`src/rtl/approx_add_err_stats.sv`:
```
// Error-statistics collector for 16-bit approximate adders: recomputes the exact sum and accumulates ED stats.
// Optional macro APPROX_ERR_SSE_EN builds the squared-error datapath and the sse accumulator.
module approx_add_err_stats #(
    parameter int WIDTH = 16,
    parameter int CNT_W = 16,
    parameter int ACC_W = 48
) (
    input  logic             clk,
    input  logic             rst,
    input  logic             start,
    input  logic [CNT_W-1:0] num_samples,
    input  logic             in_valid,
    output logic             in_ready,
    input  logic [WIDTH-1:0] in_a,
    input  logic [WIDTH-1:0] in_b,
    input  logic [WIDTH:0]   in_approx,
    output logic             busy,
    output logic             done,
    output logic [CNT_W-1:0] err_count,
    output logic [WIDTH:0]   max_ed,
    output logic [ACC_W-1:0] sum_ed,
    output logic [ACC_W-1:0] sse,
    output logic             sat
);

    typedef enum logic [1:0] {IDLE, RUN, FLUSH, DONE} state_t;

    state_t           state, state_nxt;
    logic [CNT_W-1:0] remaining;
    logic             flush_cnt;
    logic             accept;
    logic             run_start;
    logic [WIDTH:0]   exact_c;
    logic             vld_p1;
    logic [WIDTH:0]   ed_p1;
    logic [ACC_W:0]   sum_nxt;
    logic [CNT_W:0]   cnt_nxt;
    logic             sse_ovf;

    function automatic logic [WIDTH:0] abs_ed(input logic [WIDTH:0] approx, input logic [WIDTH:0] exact);
        if (approx >= exact) return approx - exact;
        else return exact - approx;
    endfunction

    // Returns {overflow, value}; value clamps at all-ones on overflow.
    function automatic logic [ACC_W:0] acc_add_sat(input logic [ACC_W-1:0] acc, input logic [ACC_W-1:0] inc);
        logic [ACC_W:0] s;
        s = {1'b0, acc} + {1'b0, inc};
        return s[ACC_W] ? {1'b1, {ACC_W{1'b1}}} : s;
    endfunction

    function automatic logic [CNT_W:0] cnt_inc_sat(input logic [CNT_W-1:0] c);
        return (&c) ? {1'b1, c} : {1'b0, c + CNT_W'(1)};
    endfunction

    assign in_ready  = (state == RUN) && (remaining != '0);
    assign accept    = in_valid & in_ready;
    assign run_start = (state == IDLE) && start;
    assign busy      = (state == RUN) || (state == FLUSH);
    assign done      = (state == DONE);

    always_comb begin
        state_nxt = state;
        case (state)
            IDLE:    if (start) state_nxt = (num_samples == '0) ? DONE : RUN;
            RUN:     if (accept && remaining == CNT_W'(1)) state_nxt = FLUSH;
            FLUSH:   if (flush_cnt) state_nxt = DONE;
            DONE:    state_nxt = IDLE;
            default: state_nxt = IDLE;
        endcase
    end

    always_ff @(posedge clk or posedge rst) begin
        if (rst) begin
            state     <= IDLE;
            remaining <= '0;
            flush_cnt <= 1'b0;
        end else begin
            state     <= state_nxt;
            flush_cnt <= (state == FLUSH) ? ~flush_cnt : 1'b0;
            if (run_start) remaining <= num_samples;
            else if (accept) remaining <= remaining - CNT_W'(1);
        end
    end

    // Stage 1: the reference sum is taken at operand width, carry dropped, then zero-extended.
    assign exact_c = {1'b0, in_a + in_b};

    always_ff @(posedge clk) begin
        if (accept) ed_p1 <= abs_ed(in_approx, exact_c);
    end

    // Stage 2: saturating accumulation of the run statistics.
    assign sum_nxt = acc_add_sat(sum_ed, ACC_W'(ed_p1));
    assign cnt_nxt = cnt_inc_sat(err_count);

    always_ff @(posedge clk or posedge rst) begin
        if (rst) begin
            vld_p1    <= 1'b0;
            err_count <= '0;
            max_ed    <= '0;
            sum_ed    <= '0;
            sat       <= 1'b0;
        end else begin
            vld_p1 <= accept;
            if (run_start) begin
                err_count <= '0;
                max_ed    <= '0;
                sum_ed    <= '0;
                sat       <= 1'b0;
            end else if (vld_p1) begin
                if (ed_p1 != '0) err_count <= cnt_nxt[CNT_W-1:0];
                if (ed_p1 > max_ed) max_ed <= ed_p1;
                sum_ed <= sum_nxt[ACC_W-1:0];
                sat    <= sat | sum_nxt[ACC_W] | sse_ovf | ((ed_p1 != '0) & cnt_nxt[CNT_W]);
            end
        end
    end

`ifdef APPROX_ERR_SSE_EN
    logic [2*WIDTH+1:0] ed_sq;
    logic [ACC_W:0]     sse_nxt;
    logic [ACC_W-1:0]   sse_r;

    assign ed_sq   = (2*WIDTH+2)'(ed_p1) * (2*WIDTH+2)'(ed_p1);
    assign sse_nxt = acc_add_sat(sse_r, ACC_W'(ed_sq));
    assign sse_ovf = sse_nxt[ACC_W];
    assign sse     = sse_r;

    always_ff @(posedge clk or posedge rst) begin
        if (rst) sse_r <= '0;
        else if (run_start) sse_r <= '0;
        else if (vld_p1) sse_r <= sse_nxt[ACC_W-1:0];
    end
`else
    assign sse_ovf = 1'b0;
    assign sse     = '0;
`endif

endmodule

```
`config.mk`:
```
export PLATFORM = sky130hd
export DESIGN_NAME = approx_add_err_stats
export DESIGN_NICKNAME = d
export VERILOG_FILES = /design/src/rtl/approx_add_err_stats.sv
export SDC_FILE = /design/constraint.sdc
export NUM_CORES = 1
export LEC_CHECK = 0
export ABC_CLOCK_PERIOD_IN_PS = 4290
export CAP_MARGIN = 40
export CORE_MARGIN = 2
export CORE_UTILIZATION = 50
export CTS_CLUSTER_SIZE = 16
export DETAILED_ROUTE_END_ITERATION = 6
export PLACE_DENSITY = 0.87
export SETUP_SLACK_MARGIN = 0.3
export SYNTH_ARGS = -nofsm -noshare
export SYNTH_HDL_FRONTEND = slang
export SYNTH_SLANG_ARGS = --single-unit
```
`constraint.sdc`:
```
create_clock -name clk -period 4.29 [get_ports clk]
set_input_delay 0.429 -clock clk [delete_from_list [all_inputs] [get_ports clk]]
set_output_delay 0.429 -clock clk [all_outputs]
set_load 0.01 [all_outputs]
```
==> metrics, run 1 <==
status=completed; Finished Layout Cells=1,509; dominant cell type by area after synthesis=dfrtp_1; LEAKAGE=5.57 nW; Rel. slew slack=0.344; initial antenna violation count=0; CP Class=in -> reg; Max Cap Violations=0; Hold Path Class=in -> async; Iteration-0 DRC Markers=540; drt first pass iters=5; worst r2r src=ed_p1[5]; Slew Viols, Final=0; fin worst setup slack=183 ps; f_max=243 MHz; clock sink count=119; die area=19,400 µm²; Die Height=139 µm; Worst Tran Pin Value=975 ps; area grow syn2layout=34.2%; post-route DRC violation count=0; Starting Density=0.509; cells after synthesis=1,030; Post-synth ARST share=0.857; # rows=49; htree depth=4; first-pass GRT wire length=40.4 mm; clock transition at the registers of the reported paths=50 ps; Pwr Density=545 nW/µm²; total routed wirelength=25.4 mm; boundary pin count=202; EDFF count, synth=17; vias in the first global route=8,588; sequential element share of the synthesized area=0.335; Crit. End Element=flip-flop; Synth Cell Area=9140 µm²; Die X=139 µm; RSZ-0062 raised after global routing=true; Synth top cells by count=dfrtp_1, ha_1, nor2_1, a21oi_1, inv_1; Detailed Place HPWL=17.7 mm; most frequent cell after synthesis=dfrtp_1; gr ovfl total=0; Worst Path Arrival=4330 ps; CP Data Required Time=4520 ps; Placed Instances=1,458; routability-driven placement congestion ratio=0.927; Seq cells post-synth=119; total CTS buffers=17; Setup Skew=6.87 ps; final hold viol count=0; clock root buffer=clkbuf_16; fin nets=1,429; drt wl/cell=16.8 µm; number of I/O port buffers=153; critical path launch point=in_b[0]; antenna cells=0; gr usage total=0.253; vias per cell=5.80; DP Worst Slack=-671 ps; total power=6.68 mW; final core occ=0.683; share of the synthesized area in the top cell type=0.279; Final ANT Viol Nets=0; largest net degree at the start of global routing=52; Area contributors post-synth=dfrtp_1, ha_1, edfxtp_1, a21oi_1, buf_4; VDD IR max=0.383 mV; endpoints failing setup=0; layout cells sized above 1=0.145; Final Cycle Share=0.957; hold_buf cts=0; Ys Warns=0; Synth cell types=69; clk buf depth=2; critical path peak fanout=5; Final Critical Period=4110 ps; syn_area_per_cell=8.88 µm²; TritonCTS clock tree=done; most used flip-flop cell after synthesis=dfrtp_1; clk_lat worst skew=420 ps; Core Area=18,000 µm²; vias=8,749; CP Launch Type=primary input
layer usage:
metal,routed length [µm],share of wire,global-route usage,vias to the layer above
met3,2000,0.079,0.0609,102
met2,12600,0.50,0.447,435
met4,1130,0.045,0.112,0
li1,-,-,-,4074
met1,9690,0.38,0.291,4138
met5,0,0,0,-
report_power, final:
part | internal, mW | leakage [nW] | total (mW) | switching, mW
Sequential | 1.48 | 1.51 | 1.77 | 0.298
Combinational | 1.64 | 3.78 | 3.52 | 1.88
Clock | 0.899 | 0.280 | 1.39 | 0.494
Total | 4.02 | 5.57 | 6.68 | 2.67
area by class of cell:
class	instances	area, µm²
clock buffers	20	437
clock inverters	12	134
fillers	1346	5690
inverters	75	284
multi-input cells	802	5740
flip-flops and latches	119	3060
well taps	229	287
repair buffers	252	2320
registers in the layout, summed over array words and instances (netlist names):
| register | count |
|---|---|
| ed_p1 | 17 |
| err_count | 16 |
| flush_cnt | 1 |
| max_ed | 17 |
| remaining | 16 |
| sat | 1 |
| state | 2 |
| sum_ed | 48 |
| vld_p1 | 1 |
critical path, stage by stage:
cell,delay (ps)
buf_6,100
ha_4,150
fa_2,330
a21o_1,180
a21oi_2,160
o21a_1,230
o31ai_4,110
o41ai_4,330
nor2b_1,80
o21ai_1,140
nand2b_1,100
xor2_1,150
ha_1,290
a21o_1,180
a211o_1,320
a31oi_4,170
o21a_4,210
buf_8,130
buf_6,90
a311oi_2,40
a21oi_2,170
xor2_1,260
worst paths after layout:
| check | end | slack (ps) | depth (start not counted) |
|---|---|---|---|
| setup / recovery | ed_p1[8] | 180 | 22 |
| hold / removal | err_count[9] | 410 | 2 |
| hold reg to reg | flush_cnt | 410 | 1 |
| setup reg to reg | sum_ed[31] | 620 | 10 |
| max in group asynchronous | sum_ed[11] | 3030 | 3 |
| min in group clk | flush_cnt | 410 | 1 |
cells in the final DEF (no fill, tap or decap), types with 13 or more instances in the layout:
cell type,netlist,final
clkbuf_16,0,17
a21oi_1,76,70
nor3_1,37,33
o21ai_0,58,51
nor4_1,13,13
inv_1,75,74
clkdlybuf4s50_1,0,143
nand3_1,26,26
a21o_1,22,22
and3_1,19,18
ha_1,89,85
xnor2_1,40,40
conb_1,1,48
nand2_1,48,48
xor2_1,37,36
o21ai_1,13,18
dfrtp_1,102,102
mux2i_1,23,20
nor2_1,77,77
nand4_1,16,16
edfxtp_1,17,17
buf_4,48,91
through the flow:
stage          setup TNS (ps)  area (µm²)  hold WS, ps
5_1_grt                     0       12300          429
6_report                    0       12300          407
3_3_place_gp            -7530       11300          397
3_5_place_dp            -9090       11300          404
4_1_cts                     0       11900          412
2_1_floorplan           -44.5        9400          389
cells by family after synthesis:
kind of cell | after synthesis | synth area share
compound gates | 261 | 0.180
buf+inv | 156 | 0.0839
other cells | 1 | 0.000410
mux | 24 | 0.0264
simple gates | 299 | 0.170
flops | 119 | 0.335
xor+xnor | 77 | 0.0738
fa+ha+maj | 93 | 0.131
timing repair:
item / CTS / global route
resized for setup: 32 / 42
buffers inserted: 5 / 14
endpoints found under the setup margin: 16 / 22
hold endpoints to repair: 0 / 0
pin swaps: 16 / 24
gates cloned: 0 / 0
No activity file was read; power rests on OpenSTA's default activity.
==> run 2, diff against run 1 <==
Settings changed: ABC_CLOCK_PERIOD_IN_PS 4290 to unset, CORE_MARGIN 2 to unset.
==> metrics, run 2 (synthesis results as in run 1) <==
vias per cell=5.66 (was 5.80); total CTS buffers=17 (unchanged); Final Cycle Share=0.918 (was 0.957); Final Critical Period=3940 ps (was 4110 ps); routability-driven placement congestion ratio=0.916 (was 0.927); Detailed Place HPWL=17.3 mm (was 17.7 mm); Pwr Density=534 nW/µm² (was 545 nW/µm²); LEAKAGE=5.47 nW (was 5.57 nW); Final TNS setup=0 ps (unchanged); critical path peak fanout=5 (unchanged); antenna cells=0 (unchanged); commonest non-fill, non-tap cell in the layout=clkdlybuf4s50_1 (unchanged); Rel. slew slack=0.359 (was 0.344); fin nets=1,413 (was 1,429); # rows=49 (unchanged); Starting Density=0.509 (unchanged); CP Data Required Time=4450 ps (was 4520 ps); commonest cells after routing, fill and taps aside=clkdlybuf4s50_1, dfrtp_1, ha_1 (was clkdlybuf4s50_1, dfrtp_1, buf_4); Worst R2R End=sum_ed[47] (was sum_ed[31]); Worst path top cell family by delay=compound AO/OA/AOI/OAI gates (unchanged); Final ANT Viol Nets=0 (unchanged); clock sink count=119 (unchanged); Worst Path Arrival=4090 ps (was 4330 ps); CP Class=in -> reg (unchanged); drt wl/cell=15.5 µm (was 16.8 µm); gr usage total=0.253 (about the same); drt first pass iters=7 (was 5); Iteration-0 DRC Markers=519 (was 540); number of I/O port buffers=153 (unchanged); VDD IR max=0.368 mV (was 0.383 mV); clock root buffer=clkbuf_16 (unchanged); Top reg by flops=sum_ed (unchanged); total power=6.42 mW (was 6.68 mW); vias in the first global route=8,210 (was 8,588); first-pass GRT wire length=37.9 mm (was 40.4 mm); htree depth=4 (unchanged); clk_lat worst skew=410 ps (was 420 ps); Critical Path Max Stage Delay=340 ps (was 330 ps); Die X=137 µm (was 139 µm); Reg2Reg Depth=13 (was 10); Hold Path Class=in -> async (unchanged); Setup Skew=9.02 ps (was 6.87 ps); slowest CP cell=fa_2 (unchanged); die area=18,800 µm² (was 19,400 µm²); boundary pin count=202 (unchanged); clock transition at the registers of the reported paths=50 ps (about the same); vias=8,440 (was 8,749); status=completed (unchanged); RSZ-0062 raised after global routing=true (unchanged); layout cells sized above 1=0.134 (was 0.145); area grow syn2layout=31.5% (was 34.2%); max reg flops=48 (unchanged); Die Height=137 µm (was 139 µm); gr ovfl total=0 (unchanged); TritonCTS clock tree=done (unchanged); initial antenna violation count=0 (unchanged); final hold slack=340 ps (was 407 ps); post-route DRC violation count=0 (unchanged); Worst Tran Pin Value=959 ps (was 975 ps); Core Area=18,000 µm² (unchanged); endpoints failing setup=0 (unchanged); Max Cap Violations=0 (unchanged); Finished Layout Cells=1,492 (was 1,509); reg2reg setup slack=570 ps (was 620 ps); final hold viol count=0 (unchanged); f_max=254 MHz (was 243 MHz); clk buf depth=2 (unchanged); Crit. End Element=flip-flop (unchanged); fill count=1,392 (was 1,346); critical path, cell by cell=buf_6, ha_4, fa_2, a21o_1, a21oi_2, o21a_1, o31ai_4, o41ai_2, nor2b_1, o21ai_1, nand2b_1, xor2_1, ha_1, a21o_1, a211o_1, a31oi_4, o21a_4, mux2i_2, a31oi_1, xor2_1 (was buf_6, ha_4, fa_2, a21o_1, a21oi_2, o21a_1, o31ai_4, o41ai_4, nor2b_1, o21ai_1, nand2b_1, xor2_1, ha_1, a21o_1, a211o_1, a31oi_4, o21a_4, buf_8, buf_6, a311oi_2, a21oi_2, xor2_1); largest net degree at the start of global routing=57 (was 52); total routed wirelength=23.1 mm (was 25.4 mm); worst r2r src=ed_p1[0] (was ed_p1[5]); Largest regs=sum_ed: 48 flops, ed_p1: 17 flops, max_ed: 17 flops (unchanged); hold_buf cts=0 (unchanged); CP bufs+invs=1 (was 3); final core occ=0.669 (was 0.683); CP Launch Type=primary input (unchanged); Placed Instances=1,454 (was 1,458); Slew Viols, Final=0 (unchanged)
==> run 2: changes by cell type in the layout (fill, tap and decap cells not counted), moves of 2 or more <==
cell,change
buf_4,-11
buf_6,-2
buf_8,-2
bufinv_16,-2
clkbuf_2,+2
clkdlybuf4s50_1,+2
clkinv_1,-3
clkinv_2,+3
mux2i_2,+2
o21ai_1,-2
==> run 2: per-layer routing <==
| layer | GRT usage | up-vias | part of all wire |
|---|---|---|---|
| li1 | - | 4031 | - |
| met1 | 0.296 | 3995 | 0.41 |
| met2 | 0.438 | 338 | 0.49 |
| met3 | 0.0519 | 76 | 0.068 |
| met4 | 0.128 | 0 | 0.039 |
| met5 | 0 | - | 0 |
==> run 2: what timing repair did <==
action | 4_1_cts | 5_1_grt
hold endpoints to repair | 0 | 0
cloned | 0 | 1
gates resized for setup | 25 | 30
setup endpoints to repair | 16 | 24
pin swaps | 14 | 8
setup buffers | 3 | 3
==> run 2: cell type report <==
class                      count  area, µm²  area share
multi-input combinational    802       5680       0.472
sequential                   119       3060       0.255
timing repair buffer         236       2160       0.180
clock buffer                  21        472      0.0393
tap                          229        287      0.0238
inverter                      75        284      0.0236
clock inverter                10       76.3     0.00635
==> run 2: through the flow <==
step | setup slack, ps | area (µm²)
6_report | 352 | 12000
3_5_place_dp | -638 | 11300
3_3_place_gp | -555 | 11300
2_1_floorplan | -23.7 | 9400
4_1_cts | 330 | 11900
5_1_grt | 136 | 12000
==> run 2: how the worst max path moves through the flow <==
stage	startpoint	end	slack [ps]	depth (start not counted)
after floorplan	in_a[0]	ed_p1[16]	-20	20
after global placement	in_a[0]	ed_p1[1]	-550	19
after detailed placement	in_a[0]	ed_p1[1]	-640	19
after CTS	in_b[1]	ed_p1[16]	330	19
after global routing	in_b[0]	ed_p1[5]	140	21
final	in_b[0]	ed_p1[16]	350	20
==> run 2: where the power goes <==
group / internal [mW] / total [mW] / switching, mW
registers: 1.48 / 1.76 / 0.287
logic: 1.57 / 3.33 / 1.76
clock network: 0.833 / 1.32 / 0.488
